`src/rtl/icache_refill_if.sv`:
```
// Memory-side refill bus of the instruction cache.
// master = cache (issues requests), slave = memory (returns beats).
interface icache_refill_if #(
   parameter int ADDR_W = 32,
   parameter int DATA_W = 32
);
   logic              o_Mem_Req;
   logic [ADDR_W-1:0] o_Mem_Addr;
   logic              i_Mem_Valid;
   logic [DATA_W-1:0] i_Mem_Data;

   modport master (
      output o_Mem_Req,
      output o_Mem_Addr,
      input  i_Mem_Valid,
      input  i_Mem_Data
   );

   modport slave (
      input  o_Mem_Req,
      input  o_Mem_Addr,
      output i_Mem_Valid,
      output i_Mem_Data
   );
endinterface

```
`src/rtl/icache_refill.sv`:
```
// Direct-mapped IF-stage instruction cache with a line-refill FSM.
// Define ICACHE_STATS_EN to add saturating hit/miss counters.
module icache_refill #(
   parameter int ADDR_W     = 32,
   parameter int DATA_W     = 32,
   parameter int LINE_WORDS = 4,
   parameter int NUM_LINES  = 16
) (
   input  logic              i_Clk,
   input  logic              i_Reset_n,
   input  logic [ADDR_W-1:0] i_PC,
   input  logic              i_Read,
   input  logic              i_Invalidate,
   icache_refill_if.master   mem,
   output logic [DATA_W-1:0] o_Instr,
   output logic              o_ICache_Miss
`ifdef ICACHE_STATS_EN
   ,output logic [31:0]      o_Hit_Count
   ,output logic [31:0]      o_Miss_Count
`endif
);

   localparam int W_W   = $clog2(LINE_WORDS);
   localparam int OFF_W = W_W + 2;
   localparam int IDX_W = $clog2(NUM_LINES);
   localparam int TAG_W = ADDR_W - OFF_W - IDX_W;
   localparam int ENT_N = NUM_LINES * LINE_WORDS;

   localparam logic [W_W-1:0] LAST_BEAT = W_W'(LINE_WORDS - 1);

   localparam logic [1:0] S_IDLE   = 2'd0;
   localparam logic [1:0] S_REFILL = 2'd1;
   localparam logic [1:0] S_FILLED = 2'd2;

   logic [1:0]           state_q, state_d;
   logic [ADDR_W-1:0]    base_q, base_d;
   logic [IDX_W-1:0]     idx_q, idx_d;
   logic [TAG_W-1:0]     tag_q, tag_d;
   logic [W_W-1:0]       beat_q, beat_d;
   logic                 squash_q, squash_d;
   logic [NUM_LINES-1:0] valid_q, valid_d;

   logic [DATA_W-1:0] data_mem [ENT_N];
   logic [TAG_W-1:0]  tag_mem  [NUM_LINES];

   logic [W_W-1:0]   pc_wsel;
   logic [IDX_W-1:0] pc_idx;
   logic [TAG_W-1:0] pc_tag;
   logic             st_idle;
   logic             st_refill;
   logic             st_filled;
   logic             hit;
   logic             start;
   logic             beat_we;
   logic             last_beat;
   logic             unused_pc_lsb;

   assign pc_wsel = i_PC[OFF_W-1:2];
   assign pc_idx  = i_PC[OFF_W+IDX_W-1:OFF_W];
   assign pc_tag  = i_PC[ADDR_W-1:OFF_W+IDX_W];

   assign unused_pc_lsb = ^i_PC[1:0];

   assign st_idle   = (state_q == S_IDLE);
   assign st_refill = (state_q == S_REFILL);
   assign st_filled = (state_q == S_FILLED);

   // Zero-latency lookup; miss is forced whenever the FSM is busy.
   always_comb begin
      o_Instr = data_mem[{pc_idx, pc_wsel}];
      hit = st_idle
          & valid_q[pc_idx]
          & (tag_mem[pc_idx] == pc_tag);
      o_ICache_Miss = i_Read & ~hit;
      start = st_idle & i_Read & ~hit;
      beat_we = st_refill & mem.i_Mem_Valid;
      last_beat = beat_we & (beat_q == LAST_BEAT);
   end

   // Refill bus: address walks the latched line one word per beat.
   always_comb begin
      mem.o_Mem_Req  = st_refill;
      mem.o_Mem_Addr = '0;
      if (st_refill) begin
         mem.o_Mem_Addr = base_q + ADDR_W'({beat_q, 2'b00});
      end
   end

   // FSM next state and refill bookkeeping.
   always_comb begin
      state_d  = state_q;
      base_d   = base_q;
      idx_d    = idx_q;
      tag_d    = tag_q;
      beat_d   = beat_q;
      squash_d = squash_q;
      unique case (1'b1)
         st_idle: begin
            squash_d = 1'b0;
            if (start) begin
               state_d = S_REFILL;
               base_d  = {i_PC[ADDR_W-1:OFF_W], OFF_W'(0)};
               idx_d   = pc_idx;
               tag_d   = pc_tag;
               beat_d  = '0;
            end
         end
         st_refill: begin
            if (i_Invalidate) begin
               squash_d = 1'b1;
            end
            if (beat_we) begin
               beat_d = beat_q + 1'b1;
            end
            if (last_beat) begin
               state_d = S_FILLED;
            end
         end
         st_filled: begin
            state_d  = S_IDLE;
            squash_d = 1'b0;
         end
         default: begin
            state_d  = S_IDLE;
            squash_d = 1'b0;
            beat_d   = '0;
         end
      endcase
   end

   // Valid bits: invalidate wins over a completing (or squashed) fill.
   always_comb begin
      valid_d = valid_q;
      if (i_Invalidate) begin
         valid_d = '0;
      end else if (last_beat && !squash_q) begin
         valid_d[idx_q] = 1'b1;
      end
   end

   // Control state, cleared asynchronously.
   always_ff @(posedge i_Clk or negedge i_Reset_n) begin
      if (!i_Reset_n) begin
         state_q  <= S_IDLE;
         base_q   <= '0;
         idx_q    <= '0;
         tag_q    <= '0;
         beat_q   <= '0;
         squash_q <= 1'b0;
         valid_q  <= '0;
      end else begin
         state_q  <= state_d;
         base_q   <= base_d;
         idx_q    <= idx_d;
         tag_q    <= tag_d;
         beat_q   <= beat_d;
         squash_q <= squash_d;
         valid_q  <= valid_d;
      end
   end

   // Data and tag arrays hold no reset; valid bits gate their use.
   always_ff @(posedge i_Clk) begin
      if (beat_we) begin
         data_mem[{idx_q, beat_q}] <= mem.i_Mem_Data;
      end
      if (last_beat) begin
         tag_mem[idx_q] <= tag_q;
      end
   end

`ifdef ICACHE_STATS_EN
   logic [31:0] hit_cnt_q, hit_cnt_d;
   logic [31:0] miss_cnt_q, miss_cnt_d;

   // Saturating event counters; untouched by invalidate.
   always_comb begin
      hit_cnt_d  = hit_cnt_q;
      miss_cnt_d = miss_cnt_q;
      if (st_idle && i_Read && hit && !(&hit_cnt_q)) begin
         hit_cnt_d = hit_cnt_q + 32'd1;
      end
      if (start && !(&miss_cnt_q)) begin
         miss_cnt_d = miss_cnt_q + 32'd1;
      end
   end

   // Counter registers.
   always_ff @(posedge i_Clk or negedge i_Reset_n) begin
      if (!i_Reset_n) begin
         hit_cnt_q  <= '0;
         miss_cnt_q <= '0;
      end else begin
         hit_cnt_q  <= hit_cnt_d;
         miss_cnt_q <= miss_cnt_d;
      end
   end

   assign o_Hit_Count  = hit_cnt_q;
   assign o_Miss_Count = miss_cnt_q;
`endif

endmodule

```
`src/flat_wrapper.sv`:
```
// flat-port wrapper written by rule: the top's interface ports become plain ports
module icache_refill_flat 
#(
   parameter int ADDR_W     = 32,
   parameter int DATA_W     = 32,
   parameter int LINE_WORDS = 4,
   parameter int NUM_LINES  = 16
)
  (i_Clk, i_Reset_n, i_PC, i_Read, i_Invalidate, o_Instr, o_ICache_Miss, mem_o_Mem_Req, mem_o_Mem_Addr, mem_i_Mem_Valid, mem_i_Mem_Data);
  icache_refill_if #(.ADDR_W(ADDR_W), .DATA_W(DATA_W)) mem_i ();
  input  logic i_Clk;
  input  logic i_Reset_n;
  input  logic [ADDR_W-1:0] i_PC;
  input  logic i_Read;
  input  logic i_Invalidate;
  output logic [DATA_W-1:0] o_Instr;
  output logic o_ICache_Miss;
  output wire logic [$bits(mem_i.o_Mem_Req)-1:0] mem_o_Mem_Req;
  output wire logic [$bits(mem_i.o_Mem_Addr)-1:0] mem_o_Mem_Addr;
  input wire logic [$bits(mem_i.i_Mem_Valid)-1:0] mem_i_Mem_Valid;
  input wire logic [$bits(mem_i.i_Mem_Data)-1:0] mem_i_Mem_Data;
  assign mem_o_Mem_Req = mem_i.o_Mem_Req;
  assign mem_o_Mem_Addr = mem_i.o_Mem_Addr;
  assign mem_i.i_Mem_Valid = mem_i_Mem_Valid;
  assign mem_i.i_Mem_Data = mem_i_Mem_Data;
  icache_refill #(.ADDR_W(ADDR_W), .DATA_W(DATA_W), .LINE_WORDS(LINE_WORDS), .NUM_LINES(NUM_LINES)) u_core (.i_Clk(i_Clk), .i_Reset_n(i_Reset_n), .i_PC(i_PC), .i_Read(i_Read), .i_Invalidate(i_Invalidate), .mem(mem_i), .o_Instr(o_Instr), .o_ICache_Miss(o_ICache_Miss));
endmodule
```
`config.mk`:
```
export PLATFORM = sky130hd
export DESIGN_NAME = icache_refill_flat
export DESIGN_NICKNAME = d
export VERILOG_FILES = /design/src/rtl/icache_refill_if.sv /design/src/rtl/icache_refill.sv /design/src/flat_wrapper.sv
export SDC_FILE = /design/constraint.sdc
export NUM_CORES = 2
export LEC_CHECK = 0
export ABC_CLOCK_PERIOD_IN_PS = 4830
export CORE_ASPECT_RATIO = 0.8
export CORE_MARGIN = 4
export CORE_UTILIZATION = 36
export DETAILED_ROUTE_END_ITERATION = 10
export PLACE_DENSITY = 0.6
export SLEW_MARGIN = 20
export SYNTH_ARGS = -nofsm -noshare
export SYNTH_HDL_FRONTEND = slang
export SYNTH_SLANG_ARGS = --single-unit
```
`constraint.sdc`:
```
create_clock -name i_Clk -period 4.83 [get_ports i_Clk]
set_clock_uncertainty 0.2 [all_clocks]
set_input_delay 1.2075 -clock i_Clk [delete_from_list [all_inputs] [get_ports i_Clk]]
set_output_delay 1.2075 -clock i_Clk [all_outputs]
set_load 0.01 [all_outputs]
```
==> Flow_metrics.wiki <==
{| class="wikitable"
! Metric !! Value
|-
| Outcome || finished, violations left
|-
| Violations in the final reports || setup timing
|-
| Number of standard cells after synthesis || 3,902
|-
| Setup slack after layout || -0.3446 ns
|-
| Count of port buffers added during placement || between 100 and 150
|-
| Cell type contributing the most total cell area after synthesis || edfxtp_1
|-
| Yosys synthesis warning count || 0
|-
| Post-synth top area share || 76.71%
|-
| Number of setup violations in the final report || 33
|-
| Arrival time at the worst endpoint || 3.77 ns
|-
| Synth-to-layout area growth || 21.02%
|-
| Ordered cell list for the critical path || buf_16 > buf_16 > buf_12 > buf_16 > buf_8 > buf_6 > mux4_2 > mux4_2 > mux4_2 > buf_6
|-
| Largest net degree at the start of global routing || 65
|-
| Largest driver fanout on the critical path || 7
|-
| Die height || around 470 um
|-
| Hold buffer count at cts || 0
|-
| Final Non-Filler Cells || 8,236
|-
| Count of different cell masters after synthesis || 58
|-
| Pwr/cell area || 430.1 mW/mm^2
|-
| Cell Area, Synth || 0.09521 sq mm
|-
| Cts bufs inserted || around 280
|-
| Violation count after the first detailed-route iteration || 5,613
|-
| Kind of launch point of the worst setup path || primary input
|-
| Req. time, crit path || 3.42 ns
|-
| Critical path start-end classification || in2out
|-
| Fraction of synthesis flops using an asynchronous set or reset pin || 1.975%
|-
| DRC viols || 0
|-
| Worst hold margin || between 0.2 and 0.25 ns
|-
| Post-DRT Antenna Nets || 0
|-
| TritonCTS clock tree || done
|-
| I/O pin count || 135
|-
| Share of the clock period used by the worst path || 107.1%
|-
| Placed Cells incl. Taps || 7,672
|-
| Average cell area after synthesis || 24.40 sq um
|-
| Critical Path End Type || output port
|-
| Share of synthesized area occupied by flip-flops and latches || 77.99%
|-
| Max Cap Viol || 0
|-
| Maximum level of the CTS H-tree || 5
|-
| Synthesis-stage register bit count || 2,481
|-
| Achievable clock frequency || 193.3 MHz
|-
| Share of post-route cells with drive strength above 1 || between 30% and 40%
|-
| Global-route wire length before repair || 350,000 um
|-
| Routed wire length per instance || 30.01 um
|-
| Unrepaired setup endpoints after global routing || yes
|-
| Insertion delay of the later-clocked pin in the worst-skew pair || roughly 0.90 ns
|-
| Clock sinks || between 2,000 and 2,500
|-
| Cell with the largest stage delay on the worst path || mux4_2
|-
| Class of the worst hold path || in2async
|-
| Die Width || 583.0 um
|-
| Slew Limit Headroom || 27.53%
|-
| Final hold vios || 0
|-
| Overall global routing resource usage || between 15 and 20%
|-
| Gp weighted congestion || 0.8006
|-
| Vias after detailed routing || between 40,000 and 50,000
|-
| Critical path's largest stage delay || approximately 0.55 ns
|-
| First-pass DRT Iterations || 5
|-
| Avg Vias per Cell || ~5.5
|-
| Final min period || 5.175 ns
|-
| Most used DFF post-synth || edfxtp_1
|-
| Core area || between 0.2 and 0.3 sq mm
|-
| Post-Route WL || 247,200 um
|-
| Fin. max-slew vios || 0
|-
| Maximum number of buffers from clock root to sink || 4
|-
| Pin slew with the least headroom to its limit || ~1.1 ns
|-
| Starting Density || a little over a third
|-
| CTS root buffer || clkbuf_16
|-
| Die outline area || 0.2728 sq mm
|-
| VDD IR-drop max || around 0.40 mV
|-
| Initial antenna violation count || 24
|-
| EDFF count, synth || 2,432
|-
| Global route total overflow || 0
|-
| Clock Pin Slew Worst Setup and Hold Paths || 0.06 ns
|-
| Via count of the first global-routing pass || 45,862
|-
| Net count, final || 4,635
|-
| Cell types with the largest area share after synthesis || edfxtp_1, mux4_2, dfrtp_1, mux2i_1, clkbuf_1
|-
| Standard-cell rows || 168
|-
| Detailed Place HPWL || 135,500 um
|-
| Post-route total power || 49.56 mW
|-
| Total leakage power || roughly 36 nW
|}
-- sequential cells by signal, summed over array words and instances, names as in the netlist --
signal,cells
u_core.base_q,2
u_core.beat_q,2
u_core.data_mem,2048
u_core.idx_q,3
u_core.squash_q,1
u_core.state_q,2
u_core.tag_mem,384
u_core.tag_q,23
u_core.valid_q,16
-- worst paths after layout --
kind	endpoint	slack, ns	cells past startpoint	start
max in group asynchronous	u_core.valid_q[3]	3.30	2	i_Reset_n
hold / removal	u_core.tag_q[16]	0.20	1	i_Reset_n
min in group i_Clk	u_core.valid_q[7]	0.30	2	u_core.valid_q[7]
setup reg to reg	u_core.tag_q[3]	1.24	11	u_core.tag_mem[5][10]
hold reg to reg	u_core.valid_q[7]	0.30	2	u_core.valid_q[7]
setup / recovery	o_Instr[6]	-0.34	10	i_PC[2]
-- worst max-delay path: cells and delay by family --
family	cells	cell delay, ns
mux	3	1.56
buf+inv	7	0.97
-- through the flow --
stage / setup TNS (ns) / util, % / area (sq um) / setup WS, ns
floorplan: -0.08848 / - / 95380 / -0.01218
global placement: -21.15 / 39.76 / 104400 / -0.8470
detailed placement: -21.18 / 39.76 / 104400 / -0.8071
CTS: -9.503 / 43.66 / 114600 / -0.4144
global route: -9.497 / 43.88 / 115200 / -0.4129
finish: -8.381 / 43.89 / 115200 / -0.3446
-- cell families after synthesis --
group                    count (synthesis)  synth area share, %
AO/OA/AOI/OAI                           79               0.5257
XOR/XNOR                                39               0.3588
adder cells (fa/ha/maj)                  1              0.01314
buffers and inverters                  212                1.013
flip-flops                            2481                77.99
multiplexers                           848                18.88
other                                    1             0.003939
AND/OR/NAND/NOR                        241                1.216
-- Yosys cell counts, types with 3 or more instances --
cell / count
a211oi_1: 7
a21oi_1: 24
a22oi_1: 4
a31oi_1: 3
and2_1: 33
and3b_1: 3
buf_1: 19
buf_2: 41
buf_4: 8
buf_6: 8
clkbuf_1: 130
dfrtp_1: 49
edfxtp_1: 2432
inv_1: 3
mux2_2: 30
mux2_4: 9
mux2i_1: 58
mux4_2: 750
nand2_1: 33
nand2b_1: 5
nand3_1: 7
nand3b_1: 3
nand4_1: 6
nor2_1: 116
nor2b_1: 11
nor3_1: 7
nor3b_1: 5
o21ai_0: 19
o22ai_1: 3
o32ai_1: 3
xnor2_1: 29
xor2_1: 10
-- layout make-up --
type	count	area (sq um)
diodes	6	15.01
clock buffers	348	7281
clock inverters	110	912.1
fillers	21636	147300
inverters	4	15.01
multi-input cells	1210	20840
flip-flops and latches	2481	74260
well taps	3485	4360
repair buffers	592	7538
-- cell usage in the layout, fill, tap and decap left out, types with 13 or more instances in the layout --
cell             count
a21oi_1             24
and2_1              32
buf_12             120
buf_16              42
buf_4              269
buf_6               63
buf_8               24
bufinv_16           14
clkbuf_1            65
clkbuf_16          285
clkdlybuf4s50_1     58
clkinv_1            48
clkinv_2            32
dfrtp_1             49
edfxtp_1          2432
mux2_2              24
mux2_4              15
mux2i_1             54
mux4_2             750
nand2_1             28
nor2_1              36
nor2_4              80
o21ai_0             13
xnor2_1             24
-- layer usage --
| layer | vias to the layer above | track usage, % | routed length [um] |
|---|---|---|---|
| met5 | - | 0 | 13 |
| met4 | 2 | 5.049 | 7039 |
| met3 | 398 | 3.649 | 20400 |
| met2 | 1869 | 27.62 | 115000 |
| met1 | 24947 | 26.06 | 104800 |
| li1 | 18175 | - | - |
-- report_power, final --
group	switching, mW	internal [mW]
logic	2.65	2.07
clock network	8.02	11.4
registers	0.685	24.8
total	11.4	38.2
-- timing repair --
action | in CTS | in global routing
resized for setup | 296 | 74
gates cloned | 28 | 6
pin swaps | 5 | 8
endpoints found under the setup margin | 33 | 33
setup buffers | 51 | 26
Note: power is estimated with default switching activity, not from simulation.
